### config.mk
export PLATFORM = sky130hd
export DESIGN_NAME = adder_sum_accumulator_flat
export DESIGN_NICKNAME = d
export VERILOG_FILES = /design/src/rtl/adder_sum_accumulator_if.sv /design/src/rtl/adder_sum_accumulator.sv /design/src/flat_wrapper.sv
export SDC_FILE = /design/constraint.sdc
export NUM_CORES = 1
export LEC_CHECK = 0
export CAP_MARGIN = 15
export CORE_MARGIN = 1
export CORE_UTILIZATION = 50
export DETAILED_ROUTE_END_ITERATION = 10
export GPL_TIMING_DRIVEN = 0
export PLACE_DENSITY = 0.77
export SYNTH_ARGS = -nofsm -noshare
export SYNTH_HDL_FRONTEND = slang
export SYNTH_SLANG_ARGS = --single-unit
export TNS_END_PERCENT = 10
### constraint.sdc
create_clock -name wb_clk_i -period 4.95 [get_ports wb_clk_i]
set_input_delay 0.99 -clock wb_clk_i [delete_from_list [all_inputs] [get_ports wb_clk_i]]
set_output_delay 0.99 -clock wb_clk_i [all_outputs]
set_load 0.005 [all_outputs]
### src/rtl/adder_sum_accumulator_if.sv
// Handshake bundle between the sum accumulator and its neighbours: the upstream
// sum feed, the downstream batch-total feed, and the status outputs.
interface adder_sum_accumulator_if #(
  parameter int ACC_W = 8,
  parameter int CNT_W = 4
);
  logic             clear;
  logic [3:0]       sum_in;
  logic             sum_valid;
  logic             sum_ready;
  logic [ACC_W-1:0] acc_out;
  logic             acc_valid;
  logic             acc_ready;
  logic [CNT_W-1:0] batch_cnt;
  logic             overflow;

  modport master (
    output clear, sum_in, sum_valid, acc_ready,
    input  sum_ready, acc_out, acc_valid, batch_cnt, overflow
  );

  modport slave (
    input  clear, sum_in, sum_valid, acc_ready,
    output sum_ready, acc_out, acc_valid, batch_cnt, overflow
  );
endinterface

### src/rtl/adder_sum_accumulator.sv
// Accumulates BATCH 4-bit sums and presents each batch total under valid/ready.
// Define ADDER_ACC_SATURATE_EN to clamp on carry-out instead of wrapping.
//
// state    | meaning
// ST_ACCUM | accepting sums into acc_q, batch total not yet available
// ST_HOLD  | acc_out_q holds a finished batch until drained or cleared
module adder_sum_accumulator #(
  parameter int ACC_W = 8,
  parameter int BATCH = 4,
  parameter int CNT_W = 4
) (
  input  logic                     wb_clk_i,
  input  logic                     wb_rst_i,
  adder_sum_accumulator_if.slave   bus
);

  typedef enum logic [0:0] {ST_ACCUM = 1'b0, ST_HOLD = 1'b1} state_t;

  localparam logic [CNT_W-1:0] LAST = CNT_W'(BATCH - 1);

  state_t           state_q, state_d;
  logic [ACC_W-1:0] acc_q, acc_d;
  logic [ACC_W-1:0] acc_out_q, acc_out_d;
  logic             acc_valid_q, acc_valid_d;
  logic [CNT_W-1:0] cnt_q, cnt_d;
  logic             ovf_q, ovf_d;

  logic [ACC_W:0]   sum_full;
  logic             carry;
  logic [ACC_W-1:0] acc_next;
  logic             accept;

  always_ff @(posedge wb_clk_i) begin
    if (wb_rst_i) begin
      state_q     <= ST_ACCUM;
      acc_q       <= '0;
      acc_out_q   <= '0;
      acc_valid_q <= 1'b0;
      cnt_q       <= '0;
      ovf_q       <= 1'b0;
    end else begin
      state_q     <= state_d;
      acc_q       <= acc_d;
      acc_out_q   <= acc_out_d;
      acc_valid_q <= acc_valid_d;
      cnt_q       <= cnt_d;
      ovf_q       <= ovf_d;
    end
  end

  // One extra bit exposes the carry that drives the sticky overflow.
  always_comb begin
    sum_full = {1'b0, acc_q} + {{(ACC_W-3){1'b0}}, bus.sum_in};
    carry    = sum_full[ACC_W];
`ifdef ADDER_ACC_SATURATE_EN
    acc_next = carry ? {ACC_W{1'b1}} : sum_full[ACC_W-1:0];
`else
    acc_next = sum_full[ACC_W-1:0];
`endif
    accept   = bus.sum_valid && (state_q == ST_ACCUM);
  end

  always_comb begin
    state_d     = state_q;
    acc_d       = acc_q;
    acc_out_d   = acc_out_q;
    acc_valid_d = acc_valid_q;
    cnt_d       = cnt_q;
    ovf_d       = ovf_q;
    unique case (state_q)
      ST_ACCUM: begin
        if (bus.clear) begin
          acc_d = '0;
          cnt_d = '0;
          ovf_d = 1'b0;
        end else if (accept) begin
          ovf_d = ovf_q | carry;
          if (cnt_q == LAST) begin
            acc_out_d   = acc_next;
            acc_valid_d = 1'b1;
            acc_d       = '0;
            cnt_d       = '0;
            state_d     = ST_HOLD;
          end else begin
            acc_d = acc_next;
            cnt_d = cnt_q + CNT_W'(1);
          end
        end
      end
      ST_HOLD: begin
        // Clear drops the pending result even if the consumer is taking it.
        if (bus.clear) begin
          acc_out_d   = '0;
          acc_valid_d = 1'b0;
          acc_d       = '0;
          cnt_d       = '0;
          ovf_d       = 1'b0;
          state_d     = ST_ACCUM;
        end else if (bus.acc_ready) begin
          acc_valid_d = 1'b0;
          acc_d       = '0;
          ovf_d       = 1'b0;
          state_d     = ST_ACCUM;
        end
      end
      default: state_d = ST_ACCUM;
    endcase
  end

  always_comb begin
    bus.sum_ready = (state_q == ST_ACCUM);
    bus.acc_valid = acc_valid_q;
    bus.acc_out   = acc_out_q;
    bus.batch_cnt = cnt_q;
    bus.overflow  = ovf_q;
  end

endmodule

### src/flat_wrapper.sv
// flat-port wrapper written by rule: the top's interface ports become plain ports
module adder_sum_accumulator_flat 
#(
  parameter int ACC_W = 8,
  parameter int BATCH = 4,
  parameter int CNT_W = 4
)
  (wb_clk_i, wb_rst_i, bus_clear, bus_sum_in, bus_sum_valid, bus_acc_ready, bus_sum_ready, bus_acc_out, bus_acc_valid, bus_batch_cnt, bus_overflow);
  adder_sum_accumulator_if #(.ACC_W(ACC_W), .CNT_W(CNT_W)) bus_i ();
  input  logic wb_clk_i;
  input  logic wb_rst_i;
  input wire logic [$bits(bus_i.clear)-1:0] bus_clear;
  input wire logic [$bits(bus_i.sum_in)-1:0] bus_sum_in;
  input wire logic [$bits(bus_i.sum_valid)-1:0] bus_sum_valid;
  input wire logic [$bits(bus_i.acc_ready)-1:0] bus_acc_ready;
  output wire logic [$bits(bus_i.sum_ready)-1:0] bus_sum_ready;
  output wire logic [$bits(bus_i.acc_out)-1:0] bus_acc_out;
  output wire logic [$bits(bus_i.acc_valid)-1:0] bus_acc_valid;
  output wire logic [$bits(bus_i.batch_cnt)-1:0] bus_batch_cnt;
  output wire logic [$bits(bus_i.overflow)-1:0] bus_overflow;
  assign bus_i.clear = bus_clear;
  assign bus_i.sum_in = bus_sum_in;
  assign bus_i.sum_valid = bus_sum_valid;
  assign bus_i.acc_ready = bus_acc_ready;
  assign bus_sum_ready = bus_i.sum_ready;
  assign bus_acc_out = bus_i.acc_out;
  assign bus_acc_valid = bus_i.acc_valid;
  assign bus_batch_cnt = bus_i.batch_cnt;
  assign bus_overflow = bus_i.overflow;
  adder_sum_accumulator #(.ACC_W(ACC_W), .BATCH(BATCH), .CNT_W(CNT_W)) u_core (.wb_clk_i(wb_clk_i), .wb_rst_i(wb_rst_i), .bus(bus_i));
endmodule
* Yosys cells after proc, flatten, opt, wreduce, memory -nomap -nowiden
Cells that the tools add are included.
Storage, ports and cells: flip-flop bits (word level) 23, output and inout port bits 15, word-level logic and storage cells 53
Operators by class: $add $sub $neg 2, equality and inequality tests 7, muxes and demuxes 31, bitwise gates (word level) 2, reductions and logical operators 5
Operator list (number):
- 8-bit 2-to-1 mux | 9
- 8-bit one-hot mux with 2 select lines | 2
- 4-bit 2-to-1 mux | 4
- 1-bit 2-to-1 mux | 12
- 8-bit by 4-bit adder with 9-bit output | 1
- 4-bit one-hot mux with 2 select lines | 1
- 4-bit AND reduction | 2
- 1-bit one-hot mux with 2 select lines | 3
- 4-bit by 1-bit adder with 4-bit output, second input constant | 1
- 4-bit by 2-bit == test with 1-bit output, second input constant | 1
- 2-bit by 1-bit != test with 1-bit output, second input constant | 2
- 2-bit != test, second input constant | 2
- 2-bit AND reduction | 2
- 3-bit by 2-bit != test with 1-bit output, second input constant | 1
- 3-bit != test, second input constant | 1
- 1-bit logical AND | 1
- 1-bit NOT | 1
- 1-bit bitwise OR | 1

* Longest topological paths before layout
Gate-level depths: netlist (run 1).
word-level depth 5, depth in mapped cells 7

* Least setup slack after synthesis (run 1)
OpenSTA, ideal clock, no wires.
path kind input port to flip-flop, start point input bus_sum_in[0], end point register u_core.acc_q[6], library setup time 0.117 ns, arrival 2.354 ns, required time 4.833 ns, setup slack 2.479 ns, stages on the path 6, path buffers 0, cells stage by stage ha_1 > fa_1 > a21o_1 > o21a_1 > xor2_1 > a32o_1
On the way: word-level cells in the longest chain between the ends 5
RTL lines:
- start: declaration | RTL line flat_wrapper.sv:13 | input wire logic [$bits(bus_i.sum_in)-1:0] bus_sum_in;
- 8-bit by 4-bit adder with 9-bit output | RTL line adder_sum_accumulator.sv:53 | sum_full = {1'b0, acc_q} + {{(ACC_W-3){1'b0}}, bus.sum_in};
- 8-bit 2-to-1 mux | RTL line adder_sum_accumulator.sv:78 | if (cnt_q == LAST) begin
- 8-bit 2-to-1 mux | RTL line adder_sum_accumulator.sv:76 | end else if (accept) begin
- 8-bit 2-to-1 mux | RTL line adder_sum_accumulator.sv:72 | if (bus.clear) begin
- 8-bit one-hot mux with 2 select lines | RTL line adder_sum_accumulator.sv:70 | unique case (state_q)
- end signal: assignment | RTL line adder_sum_accumulator.sv:36 | acc_q <= '0;
- end signal: assignment | RTL line adder_sum_accumulator.sv:43 | acc_q <= acc_d;
- end: declaration | RTL line adder_sum_accumulator.sv:22 | logic [ACC_W-1:0] acc_q, acc_d;
Every way passes these cells. The select of a mux whose other input is x is not followed. A chain may end at the register's enable or synchronous reset.

* Final worst setup path (run 1)
start point input bus_clear, end point register u_core.acc_q[3]
On the way: word-level cells in the longest chain between the ends 2
RTL lines:
- start: declaration | RTL line flat_wrapper.sv:12 | input wire logic [$bits(bus_i.clear)-1:0] bus_clear;
- 8-bit 2-to-1 mux (tied with other cells) | RTL line adder_sum_accumulator.sv:92 | if (bus.clear) begin
- 8-bit one-hot mux with 2 select lines / 2-bit AND reduction (equally long branches)
Several ways; a longest one is shown, not always the timed one.

==> out/summary.log, run 1 <==
qor: status.run_status finished, final reports clean
qor: placed_design.detailedPlacementHpwl 2120 µm
qor: yosys.synthMostInstantiatedCell sky130_fd_sc_hd__dfxtp_1
qor: routing.drt_wl_total 2730 µm
qor: yosys.yosysWarningCount 0
qor: worst_setup_path.critPathCaptureType flip-flop
qor: layout.fillerInstances 195
qor: timing.layout_min_cycle_time 2840 ps
qor: routing.num_vias 1,096
qor: yosys.post_synth_main_area_contributors sky130_fd_sc_hd__dfxtp_1 36%, sky130_fd_sc_hd__ha_1 6.9%, sky130_fd_sc_hd__nor2_1 4.7%
qor: pwr.total_power 355 µW
qor: clock_network.worst_skew_late_latency 310 ps
qor: yosys.yosysUniqueCellTypes 40
qor: clock_network.cts.htree.levels 1
qor: yosys.synth-edff-count 0
qor: die.floorplan.initialDensity 55.3%
qor: timing.max_clock_freq 353 MHz
qor: timing.setup_violating_endpoint_count_in_the_final_report 0
qor: clock_network.ctsResizeCount 0
qor: layout.final_net_count 182
qor: global_route.first_global_vias 1,012
qor: pwr.pwr_density_cell 228 nW/µm²
qor: global_route.grt_max_degree 13
qor: routing.drc 0
qor: hold_path.hold_path_class reg2reg
qor: global_route.antenna_found_initial 0
qor: timing.grt_setup_unrepaired false
qor: timing.slew_headroom 67.1%
qor: yosys.post_synth.cell_area_avg 9.27 µm²
qor: routing.detailedRoute.firstIterationViolations 43
qor: global_route.wire_length_of_the_first_global_routing_pass 4760 µm
qor: clock_network.cts_made_buffers 3
qor: layout.area_growth_syn_to_layout 23.0%
qor: layout.diodes 0
qor: timing.final-max-slew-violation-count 0
qor: worst_setup_path.worst_ep_arrival_time 3080 ps
qor: yosys.synthCells 137
qor: global_route.grt-ovfl-total 0
qor: clock_network.tritoncts yes
qor: clock_network.post_cts_setup_repair_bufs 0
qor: worst_setup_path.setup.worst_path.class in2reg
qor: yosys.synth.cell_area 1270 µm²
qor: timing.finalHoldViolCount 0
qor: placed_design.finalWeightedCongestion 0.873
qor: placed_design.area_after_detailed_placement 1540 µm²
qor: pwr.leakage 0.000633 µW
qor: die.dieWidth 52.4 µm
qor: yosys.ys_ff_latch 23
qor: worst_setup_path.worst_ep_required_time 5200 ps
qor: yosys.synthArstFlopShare 0%
qor: die.num_rows 17
qor: run.timing.max_cap.violations 0
qor: timing.finalCritPeriodShare 57.3%
qor: clock_network.clock_root_cell sky130_fd_sc_hd__clkbuf_4
qor: timing.fin_skew 4.42 ps
qor: yosys.yosysTopAreaCell sky130_fd_sc_hd__dfxtp_1
qor: timing.worst-slew-pin-transition 493 ps
qor: placed_design.portBuffers 23
qor: die.coreArea 2300 µm²
qor: clock_network.post_cts_hold_buffer_count 0
qor: worst_setup_path.timing.critical_path.from_type primary input
qor: layout.drive_above_1_share 4.88%
qor: routing.antenna_left 0
qor: clock_network.clk_pin_slew 120 ps
qor: yosys.dominant_synthesized_flop_cell sky130_fd_sc_hd__dfxtp_1
qor: global_route.global_route.usage.total 23.7%
qor: yosys.synth.top_cell.area_share 36.3%
qor: die.dieArea 2750 µm²
qor: die.ioPinCount 24
qor: timing.finalSetupTns 0 ps
qor: yosys.synth_sequential_area_ratio 36.3%
qor: routing.post_drt_via_cell_ratio 5.71
qor: pwr.worst_ir_drop_vdd 0.138 mV
qor: placed_design.pre_cts_slack 1780 ps
qor: yosys.postSynthNetCount 154
qor: layout.final_area 1560 µm²
qor: timing.worst_slack 2110 ps
qor: worst_setup_path.cp_max_fo 6
qor: routing.drt-pass1-iter-count 4
qor: clock_network.clk_buf_depth 2
qor: clock_network.clkSinkCount 23
qor: die.floorplan.die.height 52.4 µm
qor: yosys.yosys-top-cells-count 23 x sky130_fd_sc_hd__dfxtp_1, 16 x sky130_fd_sc_hd__nor2_1, 8 x sky130_fd_sc_hd__a21oi_1, 7 x sky130_fd_sc_hd__ha_1, 6 x sky130_fd_sc_hd__xnor2_1
qor: routing.routed_wire_length_per_instance 14.2 µm
==> cells by family after synthesis <==
kind of cell             after synthesis  synth area share (%)
AO/OA/AOI/OAI                         39                  23.7
XOR/XNOR                               7                  4.83
adder cells (fa/ha/maj)                8                  8.47
buffers and inverters                 10                  3.15
flip-flops                            23                  36.3
multiplexers                           4                  3.15
AND/OR/NAND/NOR                       46                  20.4
==> state kept, by name (all words and copies together), names as in the netlist <==
name and count:
u_core.bus.batch_cnt 4, u_core.acc_q 8, u_core.state_q 1, u_core.bus.acc_valid 1
u_core.bus.acc_out 8, u_core.bus.overflow 1
==> area by class of cell <==
class | count | area (µm²) | area share, %
Inverter | 5 | 18.8 | 1.20
Multi-Input combinational cell | 104 | 769 | 49.3
Timing Repair Buffer | 23 | 230 | 14.7
Sequential cell | 23 | 460 | 29.5
Buffer | 5 | 21.3 | 1.36
Clock buffer | 4 | 26.3 | 1.68
Tap cell | 28 | 35.0 | 2.24
==> final timing paths <==
kind | from | endpoint | slack (ps) | cells after the start
worst min-delay path | u_core.acc_q[3] | u_core.acc_q[3] | 470 | 2
worst max-delay path | bus_clear | u_core.acc_q[3] | 2110 | 6
worst min register to register | u_core.acc_q[3] | u_core.acc_q[3] | 470 | 2
worst max register to register | u_core.state_q | u_core.acc_q[3] | 2700 | 6
==> worst max-delay path, cell delays in order <==
cell and delay (ps):
sky130_fd_sc_hd__clkdlybuf4s50_1 600, sky130_fd_sc_hd__inv_1 100, sky130_fd_sc_hd__ha_1 300, sky130_fd_sc_hd__a2111oi_4 480, sky130_fd_sc_hd__or4b_1 470, sky130_fd_sc_hd__a21oi_1 140
==> stage by stage <==
step / std cells / hold WS [ps] / utilization [%]
6_report: 192 / 475 / 68.0
5_1_grt: 192 / 499 / 68.0
4_1_cts: 192 / 477 / 68.0
3_5_place_dp: 188 / 459 / 66.8
3_3_place_gp: 188 / 444 / 66.8
2_1_floorplan: 137 / 440 / -
==> cells in the final DEF, fill, tap and decap left out, drive strengths merged, types with 5 or more instances in the layout <==
cell type      Yosys  routed
nand3              5       5
dfxtp             23      23
clkdlybuf4s50      0      23
nor2              16      16
a21oi              8       8
ha                 7       7
xnor2              6       6
a21o               5       5
inv                5       5
clkbuf             3       7
==> per-layer routing <==
layer | global-route usage (%) | wire length, µm
met1 | 35.4 | 1380
met2 | 34.4 | 1220
met3 | 2.61 | 107
met4 | 8.77 | 25
met5 | 0 | 0
==> where the power goes <==
part / internal [µW] / total [µW] / switching, µW
clock: 31.5 / 88.4 / 56.9
combinational: 31.7 / 63.4 / 31.7
sequential: 193 / 204 / 10.5
Note: power is estimated with default switching activity, not from simulation.
==> inputs of run 2 (changes only) <==
==> constraint.sdc (replaced) <==
create_clock -name wb_clk_i -period 2.75 [get_ports wb_clk_i]
set_input_delay 0.55 -clock wb_clk_i [delete_from_list [all_inputs] [get_ports wb_clk_i]]
set_output_delay 0.55 -clock wb_clk_i [all_outputs]
set_load 0.005 [all_outputs]
==> results of run 2 <==
Same layout as run 1 (identical final DEF). Status: finished, final reports clean.
Main changes from that run: setup slack after placement 1780 ps -> 15.9 ps; setup slack after layout 2110 ps -> 354 ps; register-to-register setup slack 2700 ps -> 500 ps; total power 355 µW -> 640 µW; worst IR drop on VDD 0.138 mV -> 0.248 mV
